`src/rtl/loop_ctrl_pkg.sv`:
```
`default_nettype none
// ============================================================================
//  Module   : loop_ctrl_pkg
//  Purpose  : Shared state encoding and default index widths for the
//             two-level loop controller.
//  Revision : 1.0 - initial release
// ============================================================================
package loop_ctrl_pkg;

    // Default index widths (inner x outer loop nest)
    localparam int c_INNER_W_DEF = 6;
    localparam int c_OUTER_W_DEF = 5;

    // Sequencer states
    typedef enum logic [1:0] {
        IDLE = 2'd0,
        LOAD = 2'd1,
        REQ  = 2'd2,
        DONE = 2'd3
    } state_t;

endpackage : loop_ctrl_pkg
`default_nettype wire

```
`src/rtl/loop_counter.sv`:
```
`default_nettype none
// ============================================================================
//  Module   : loop_counter
//  Purpose  : Up-counter that wraps to zero after reaching a programmable
//             limit; flags when the current value equals the limit.
//  Revision : 1.0 - initial release
// ============================================================================
module loop_counter #(
    parameter int W = 6
) (
    input  logic         clk,
    input  logic         rst,        // asynchronous, active-low
    input  logic         i_clr,
    input  logic         i_en,
    input  logic [W-1:0] i_limit,
    output logic [W-1:0] o_count,
    output logic         o_at_limit
);

    logic [W-1:0] r_count;
    logic         w_at_limit;

    assign w_at_limit = (r_count == i_limit);

    // Clear has priority; otherwise step and wrap to zero after the limit
    always_ff @(posedge clk or negedge rst) begin
        if (!rst) begin
            r_count <= '0;
        end else if (i_clr) begin
            r_count <= '0;
        end else if (i_en) begin
            r_count <= w_at_limit ? '0 : r_count + 1'b1;
        end
    end

    assign o_count    = r_count;
    assign o_at_limit = w_at_limit;

endmodule : loop_counter
`default_nettype wire

```
`src/rtl/loop_controller.sv`:
```
`default_nettype none
// ============================================================================
//  Module   : loop_controller
//  Purpose  : Sequences an outer x inner iteration nest, issuing one datapath
//             request per index pair (held until acknowledged), then pulses
//             done for one cycle.
//  Config   : LOOP_PAUSE_EN - adds a pause input that freezes sequencing
//             while the controller is issuing requests.
//  Revision : 1.0 - initial release
// ============================================================================
module loop_controller
    import loop_ctrl_pkg::*;
#(
    parameter int INNER_W = c_INNER_W_DEF,
    parameter int OUTER_W = c_OUTER_W_DEF
) (
    input  logic               clk,
    input  logic               rst,          // asynchronous, active-low
    input  logic               start,
    input  logic [INNER_W-1:0] inner_last,
    input  logic [OUTER_W-1:0] outer_last,
    input  logic               dp_ack,
`ifdef LOOP_PAUSE_EN
    input  logic               pause,
`endif
    output logic               busy,
    output logic               done,
    output logic               dp_req,
    output logic [INNER_W-1:0] inner_idx,
    output logic [OUTER_W-1:0] outer_idx,
    output logic               inner_first,
    output logic               inner_last_o
);

    state_t             r_state;
    logic [INNER_W-1:0] r_inner_last_q;
    logic [OUTER_W-1:0] r_outer_last_q;
    logic               r_busy;
    logic               r_done;
    logic               r_req;

    logic               w_pause;
    logic               w_step;
    logic               w_inner_at;
    logic               w_outer_at;
    logic               w_final;
    logic               w_clr;
    logic               w_inner_en;
    logic               w_outer_en;
    logic               w_dp_req;

`ifdef LOOP_PAUSE_EN
    assign w_pause = pause;
`else
    assign w_pause = 1'b0;
`endif

    // r_req is high exactly while in REQ; an accepted request is one step
    assign w_step  = r_req & dp_ack & ~w_pause;
    assign w_final = w_inner_at & w_outer_at;
    assign w_clr   = (r_state == LOAD);

    // Inner advances on every step except the final one, so indices hold
    // their last values in DONE; outer advances only when inner wraps.
    assign w_inner_en = w_step & ~w_final;
    assign w_outer_en = w_step & w_inner_at & ~w_outer_at;

    loop_counter #(.W(INNER_W)) u_inner (
        .clk        (clk),
        .rst        (rst),
        .i_clr      (w_clr),
        .i_en       (w_inner_en),
        .i_limit    (r_inner_last_q),
        .o_count    (inner_idx),
        .o_at_limit (w_inner_at)
    );

    loop_counter #(.W(OUTER_W)) u_outer (
        .clk        (clk),
        .rst        (rst),
        .i_clr      (w_clr),
        .i_en       (w_outer_en),
        .i_limit    (r_outer_last_q),
        .o_count    (outer_idx),
        .o_at_limit (w_outer_at)
    );

    // Sequencer: IDLE -> LOAD -> REQ -> DONE -> IDLE, with registered status
    always_ff @(posedge clk or negedge rst) begin
        if (!rst) begin
            r_state        <= IDLE;
            r_inner_last_q <= '0;
            r_outer_last_q <= '0;
            r_busy         <= 1'b0;
            r_done         <= 1'b0;
            r_req          <= 1'b0;
        end else begin
            case (r_state)
                IDLE: begin
                    r_done <= 1'b0;
                    if (start) begin
                        r_inner_last_q <= inner_last;
                        r_outer_last_q <= outer_last;
                        r_busy         <= 1'b1;
                        r_state        <= LOAD;
                    end
                end
                LOAD: begin
                    r_req   <= 1'b1;
                    r_state <= REQ;
                end
                REQ: begin
                    if (w_step && w_final) begin
                        r_req   <= 1'b0;
                        r_busy  <= 1'b0;
                        r_done  <= 1'b1;
                        r_state <= DONE;
                    end
                end
                DONE: begin
                    r_done  <= 1'b0;
                    r_state <= IDLE;
                end
                default: begin
                    r_state <= IDLE;
                end
            endcase
        end
    end

    // A paused request is withdrawn so the datapath cannot accept it
    assign w_dp_req     = r_req & ~w_pause;
    assign dp_req       = w_dp_req;
    assign busy         = r_busy;
    assign done         = r_done;
    assign inner_first  = w_dp_req & (inner_idx == '0);
    assign inner_last_o = w_dp_req & w_inner_at;

endmodule : loop_controller
`default_nettype wire

```
`config.mk`:
```
export PLATFORM = sky130hd
export DESIGN_NAME = loop_controller
export DESIGN_NICKNAME = d
export VERILOG_FILES = /design/src/rtl/loop_ctrl_pkg.sv /design/src/rtl/loop_counter.sv /design/src/rtl/loop_controller.sv
export SDC_FILE = /design/constraint.sdc
export NUM_CORES = 1
export LEC_CHECK = 0
export CORE_MARGIN = 2
export CORE_UTILIZATION = 45
export CTS_CLUSTER_SIZE = 12
export DETAILED_ROUTE_END_ITERATION = 16
export GPL_ROUTABILITY_DRIVEN = 1
export PLACE_DENSITY_LB_ADDON = 0.2
export REMOVE_ABC_BUFFERS = 1
export SETUP_SLACK_MARGIN = 0.02
export SLEW_MARGIN = 20
export SYNTH_ARGS = -nofsm -noshare
export SYNTH_HDL_FRONTEND = slang
export SYNTH_HIERARCHICAL = 1
export SYNTH_SLANG_ARGS = --single-unit
```
`constraint.sdc`:
```
create_clock -name clk -period 4 [get_ports clk]
set_input_delay 1.2 -clock clk [delete_from_list [all_inputs] [get_ports clk]]
set_output_delay 1.2 -clock clk [all_outputs]
set_load 0.01 [all_outputs]
```
==> results.sh, run 1 <==
export IMPL_place_gp_congestion=0.789
export IMPL_r2r_cells=9
export IMPL_cts_resized=0
export IMPL_required_ps=2800
export IMPL_yosysTopAreaCellShare_pct=43.9
export IMPL_overflow=0
export IMPL_worstSetupEndpoint="inner_last_o"
export IMPL_clk_path_buf_depth=2
export IMPL_hold_buffers=0
export IMPL_synthTopCellsByCount="27 x dfrtp_1, 12 x mux2_1, 9 x xor2_1"
export IMPL_synth_top_cell_by_area="dfrtp_1"
export IMPL_fmax_mhz=297
export IMPL_outcome="complete, no violations"
export IMPL_timing_rr_end="u_outer/o_count[0]$_DFFE_PN0P_"
export IMPL_cp_depth=6
export IMPL_synth_edf_count=0
export IMPL_tightest_slew_ps=649
export IMPL_final_cells=213
export IMPL_async_flop_share_pct=100
export IMPL_drv_cap=0
export IMPL_cts_buffers_inserted=3
export IMPL_crit_type="flip-flop to output port"
export IMPL_wl_per_cell_um=14.0
export IMPL_p_leak_nw=0.798
export IMPL_grt_pass1_wl_um=5150
export IMPL_arrival_ps=2170
export IMPL_ys_seq_elements=27
export IMPL_crit_path_end_kind="output port"
export IMPL_clock_sinks=27
export IMPL_root_buffer="clkbuf_4"
export IMPL_cp_slowest_cell="clkdlybuf4s50_1"
export IMPL_fin_ws_ps=628
export IMPL_syn_avg_cell_area_um2=11.6
export IMPL_drt_iter0_markers=45
export IMPL_fin_tns_setup_ps=0
export IMPL_syn_cell_area_um2=1540
export IMPL_yosys_top_cells_area="dfrtp_1 44%, mux2_1 8.8%, ha_1 5.7%"
export IMPL_power_switching_mw=0.438
export IMPL_nets=190
export IMPL_area_growth_pct=25.5
export IMPL_viasPerCell=5.27
export IMPL_floorplan_initialDensity_pct=46.4
export IMPL_cp_max_fo=10
export IMPL_cts_tree="done"
export IMPL_finClkSkew_ps=5.62
export IMPL_grt_max_degree=28
export IMPL_hold_path_class="flip-flop to flip-flop"
export IMPL_die_area_um2=3900
export IMPL_cp_cell_sequence="xnor2_1 > nand4_1 > nor3_4 > buf_4 > and2_2 > clkdlybuf4s50_1"
export IMPL_drcViolationCount=0
export IMPL_multi_input_area_um2=821
export IMPL_rsz0062_at_grt="false"
export IMPL_p_clk_share_pct=10.3
export IMPL_num_vias=1123
export IMPL_p_comb_share_pct=47.8
export IMPL_grt_pass1_vias=1091
export IMPL_portBuffers=30
export IMPL_clk_latency_ps=320
export IMPL_slew_viol_final=0
export IMPL_ys_flop_type="dfrtp_1"
export IMPL_diodes=0
export IMPL_critPathTopFamily="buffers and inverters"
export IMPL_rrSetupSlack_ps=1820
export IMPL_slowest_delay_ps=520
export IMPL_post_cts_buffers=0
export IMPL_boundaryPins=31
export IMPL_dp_hpwl_um=2310
export IMPL_swShare_pct=39.0
export IMPL_final_hold_violation_count=0
export IMPL_internal_power_mw=0.686
export IMPL_placed_cells=209
export IMPL_fin_util_pct=58.3
export IMPL_ir_worst_vdd_v=0.000276
export IMPL_antenna_found_initial=0
export IMPL_start_kind="flip-flop"
export IMPL_final_area_um2=1930
export IMPL_relSlewSlack_pct=56.8
export IMPL_rows=21
export IMPL_finalSetupViolCount=0
export IMPL_powerDensity_nw_per_um2=582
export IMPL_worst_path_buf_inv=2
export IMPL_die_height_um=62.5
export IMPL_seq_power_share_pct=41.9
export IMPL_critPathLaunch="u_inner/o_count[1]$_DFFE_PN0P_"
export IMPL_core_um2=3310
export IMPL_dp_slack_ps=1030
export IMPL_ant_nets=0
export IMPL_yosys_cell_types_count=44
export IMPL_placed_area_um2=1900
export IMPL_path_clk_slew_ps=150
export IMPL_cts_max_level=1
export IMPL_grt_usage_pct=16.5
export IMPL_wl_um=2990
export IMPL_drive_gt1_share_pct=12.6
export IMPL_ff_latch_area_um2=676
export IMPL_die_w_um=62.5
export IMPL_post_route_period_util_pct=84.3
export IMPL_synthesis_instances=133
export IMPL_n_fill_cell=298
export IMPL_r2r_start="u_inner/o_count[1]$_DFFE_PN0P_"
export IMPL_ys_warn_count=6
export IMPL_first_pass_iters=4
export IMPL_yosysMostFrequentCell="dfrtp_1"
export IMPL_yosysSeqAreaShare_pct=43.9
export IMPL_fin_crit_ps=3370
[metal layers]
metal / global-route usage, % / part of all wire [%] / vias to the layer above
met3: 2.34 / 3.4 / 2
met5: 0 / 0 / -
met4: 4.17 / 0.64 / 0
li1: - / - / 552
met2: 27.0 / 49 / 23
met1: 23.1 / 47 / 546
[flip-flops by register name, summed over array words and instances, names as in the netlist]
signal,cells
busy,1
done,1
dp_req,1
r_inner_last_q,6
r_outer_last_q,5
r_state,2
u_inner/o_count,6
u_outer/o_count,5
[worst min path at each step]
stage               cells after the start                             to                     startpoint
detailed placement                      1               done$_DFFE_PN0P_               done$_DFFE_PN0P_
global route                            1  r_outer_last_q[0]$_DFFE_PN0P_  r_outer_last_q[0]$_DFFE_PN0P_
finish                                  1               done$_DFFE_PN0P_               done$_DFFE_PN0P_
floorplan                               1  r_inner_last_q[4]$_DFFE_PN0P_  r_inner_last_q[4]$_DFFE_PN0P_
CTS                                     1               done$_DFFE_PN0P_               done$_DFFE_PN0P_
global placement                        1               done$_DFFE_PN0P_               done$_DFFE_PN0P_
[cells by family (layout without fill, tap and decap cells)]
family,Yosys count,in the layout,synth area share [%]
xor+xnor,15,15,9.03
compound gates,29,29,14.4
simple gates,31,31,13.4
flops,27,27,43.9
mux,15,15,10.8
buf+inv,9,43,2.69
fa+ha+maj,7,7,5.70
[through the flow]
stage                     power [mW]  hold WS [ps]
after global routing            1.23           557
after CTS                       1.14           538
after detailed placement        1.02           490
after global placement         0.995           478
after floorplan                0.825           484
final                           1.12           525
[placed cells by master, fill, tap and decap left out, drive strengths merged, types with 3 or more instances in the layout]
cell,n
a211oi,4
a21oi,4
buf,4
clkbuf,3
clkdlybuf4s50,30
dfrtp,27
ha,7
inv,5
mux2,13
nand2,7
nor2,5
o21ai,6
xnor2,5
xor2,10
[power by group through the flow]
stage / sequential [mW] / clock, mW / combinational (mW)
floorplan: 0.467 / 0 / 0.358
global placement: 0.472 / 0 / 0.523
detailed placement: 0.480 / 0 / 0.542
CTS: 0.473 / 0.123 / 0.543
global route: 0.487 / 0.136 / 0.603
finish: 0.471 / 0.116 / 0.537
[final cells by class]
class                           instances  share of cell area (%)
Tap cell                               46                    2.98
Clock buffer                            3                    1.17
Sequential cell                        27                    35.0
Multi-Input combinational cell         97                    42.5
Inverter                                5                   0.972
Clock inverter                          1                   0.259
Timing Repair Buffer                   34                    17.1
Note: power is estimated with default switching activity, not from simulation.
==> run 2: changes to the inputs <==
Clock period 4 ns to 3.4 ns, I/O delays scaled along.
==> run 2 against run 1 <==
  * Worst setup slack lost 240 ps
  * Design area hardly changed
  * Final cell count is the same
  * Register-to-register slack worse by 610 ps
  * Critical path type unchanged
  * Critical endpoint unchanged
  * Largest cell class unchanged
  * Largest power group unchanged
==> results.sh, run 2 (same netlist as run 1, synthesis figures left out) <==
export IMPL_outcome="complete, no violations"
export IMPL_crit_path_end_kind="output port"
export IMPL_placed_area_um2=1900
export IMPL_clk_latency_ps=320
export IMPL_final_area_um2=1930
export IMPL_num_vias=1128
export IMPL_hold_path_class="flip-flop to flip-flop"
export IMPL_internal_power_mw=0.808
export IMPL_met3_usage_pct=2.70
export IMPL_slew_viol_final=0
export IMPL_drive_gt1_share_pct=12.0
export IMPL_final_hold_violation_count=0
export IMPL_met1_usage_pct=23.7
export IMPL_whs_path_depth=1
export IMPL_drcViolationCount=0
export IMPL_antenna_found_initial=0
export IMPL_critPathTopFamily="flip-flops"
export IMPL_powerDensity_nw_per_um2=682
export IMPL_wl_um=2890
export IMPL_overflow=0
export IMPL_cts_resized=0
export IMPL_cp_depth=5
export IMPL_finalSetupViolCount=0
export IMPL_area_growth_pct=25.5
export IMPL_p_comb_share_pct=47.3
export IMPL_first_pass_iters=4
export IMPL_holdWs_ps=519
export IMPL_floorplan_initialDensity_pct=46.4
export IMPL_slowest_delay_ps=530
export IMPL_core_um2=3310
export IMPL_rrSetupSlack_ps=1210
export IMPL_required_ps=2380
export IMPL_boundaryPins=31
export IMPL_drv_cap=0
export IMPL_diodes=0
export IMPL_rsz0062_at_grt="false"
export IMPL_dp_hpwl_um=2210
export IMPL_cts_max_level=1
export IMPL_ant_nets=0
export IMPL_post_cts_buffers=0
export IMPL_swShare_pct=38.6
export IMPL_power_mw=1.32
export IMPL_arrival_ps=1990
export IMPL_placed_cells=209
export IMPL_mostFrequentLayoutCells="30 x clkdlybuf4s50_1, 27 x dfrtp_1, 12 x mux2_1"
export IMPL_die_w_um=62.5
export IMPL_grt_pass1_vias=1084
export IMPL_place_gp_congestion=0.791
export IMPL_final_cells=213
export IMPL_portBuffers=30
export IMPL_crit_type="flip-flop to output port"
export IMPL_cts_tree="done"
export IMPL_cts_buffers_inserted=3
export IMPL_p_leak_nw=0.795
export IMPL_seq_power_share_pct=42.1
export IMPL_worst_path_buf_inv=1
export IMPL_hold_buffers=0
export IMPL_path_clk_slew_ps=150
export IMPL_grt_busiest_layer="met2"
export IMPL_viasPerCell=5.30
export IMPL_r2r_cells=9
export IMPL_tightest_slew_ps=682
export IMPL_fin_tns_setup_ps=0
export IMPL_post_route_period_util_pct=88.7
export IMPL_root_buffer="clkbuf_4"
export IMPL_cp_slowest_cell="dfrtp_1"
export IMPL_grt_pass1_wl_um=5190
export IMPL_power_switching_mw=0.507
export IMPL_grt_util_met2_pct=26.1
export IMPL_grt_max_degree=28
export IMPL_fmax_mhz=332
export IMPL_fin_crit_ps=3010
export IMPL_grt_usage_pct=16.6
export IMPL_rows=21
export IMPL_die_area_um2=3900
export IMPL_relSlewSlack_pct=54.6
export IMPL_mostFrequentLayoutCell="clkdlybuf4s50_1"
export IMPL_drt_iter0_markers=30
export IMPL_wl_per_cell_um=13.6
export IMPL_clock_sinks=27
export IMPL_start_kind="flip-flop"
export IMPL_p_clk_share_pct=10.6
export IMPL_cp_max_fo=7
export IMPL_finClkSkew_ps=5.97
export IMPL_clk_path_buf_depth=2
export IMPL_ir_worst_vdd_v=0.000420
export IMPL_die_height_um=62.5
export IMPL_cp_cell_sequence="xnor2_1 > nand4_1 > nor3_4 > and2_2 > clkdlybuf4s50_1"
export IMPL_nets=190
[run 2: cell count changes in the layout (fill, tap and decap cells not counted), sizes merged]
cell    delta
clkinv     -1
clkbuf     +1
[run 2: area by class of cell]
class                   instances  area, um2
fillers                       306       1380
multi-input cells              97        821
flip-flops and latches         27        676
repair buffers                 34        330
well taps                      46       57.6
clock buffers                   4       26.3
inverters                       5       18.8
[run 2: worst paths after layout]
path,from,end
max in group asynchronous,rst,u_outer/o_count[3]$_DFFE_PN0P_
min,done$_DFFE_PN0P_,done$_DFFE_PN0P_
min in group asynchronous,rst,u_inner/o_count[4]$_DFFE_PN0P_
max,u_inner/o_count[0]$_DFFE_PN0P_,inner_last_o
min reg2reg,done$_DFFE_PN0P_,done$_DFFE_PN0P_
max reg2reg,u_inner/o_count[0]$_DFFE_PN0P_,u_outer/o_count[0]$_DFFE_PN0P_
[run 2: routing by layer]
layer / up-vias / share of wire, %
met5: - / 0
met4: 0 / 0.66
li1: 554 / -
met2: 18 / 47
met3: 2 / 3.1
met1: 554 / 49
[run 2: metrics by stage]
stage | util [%] | setup WS, ps
final | 58.3 | 386
after global placement | 57.5 | 797
after CTS | 58.3 | 375
after global routing | 58.3 | 273
after detailed placement | 57.5 | 764
after floorplan | - | 1030
[run 2: power by group through the flow]
stage	combinational [mW]	sequential (mW)	clock (mW)
after floorplan	0.421	0.549	0
after global placement	0.609	0.558	0
after detailed placement	0.628	0.563	0
after CTS	0.627	0.555	0.147
after global routing	0.694	0.573	0.164
final	0.622	0.554	0.139
[run 2: worst reg2reg max path: stages, from the launching register on]
cell      delay [ps]
dfrtp_1          530
xnor2_1          160
nand4_1          160
nor3_4           150
buf_4            200
nor3b_1          200
buf_4            210
nor3b_1          250
o31ai_1          120
o311ai_0         100
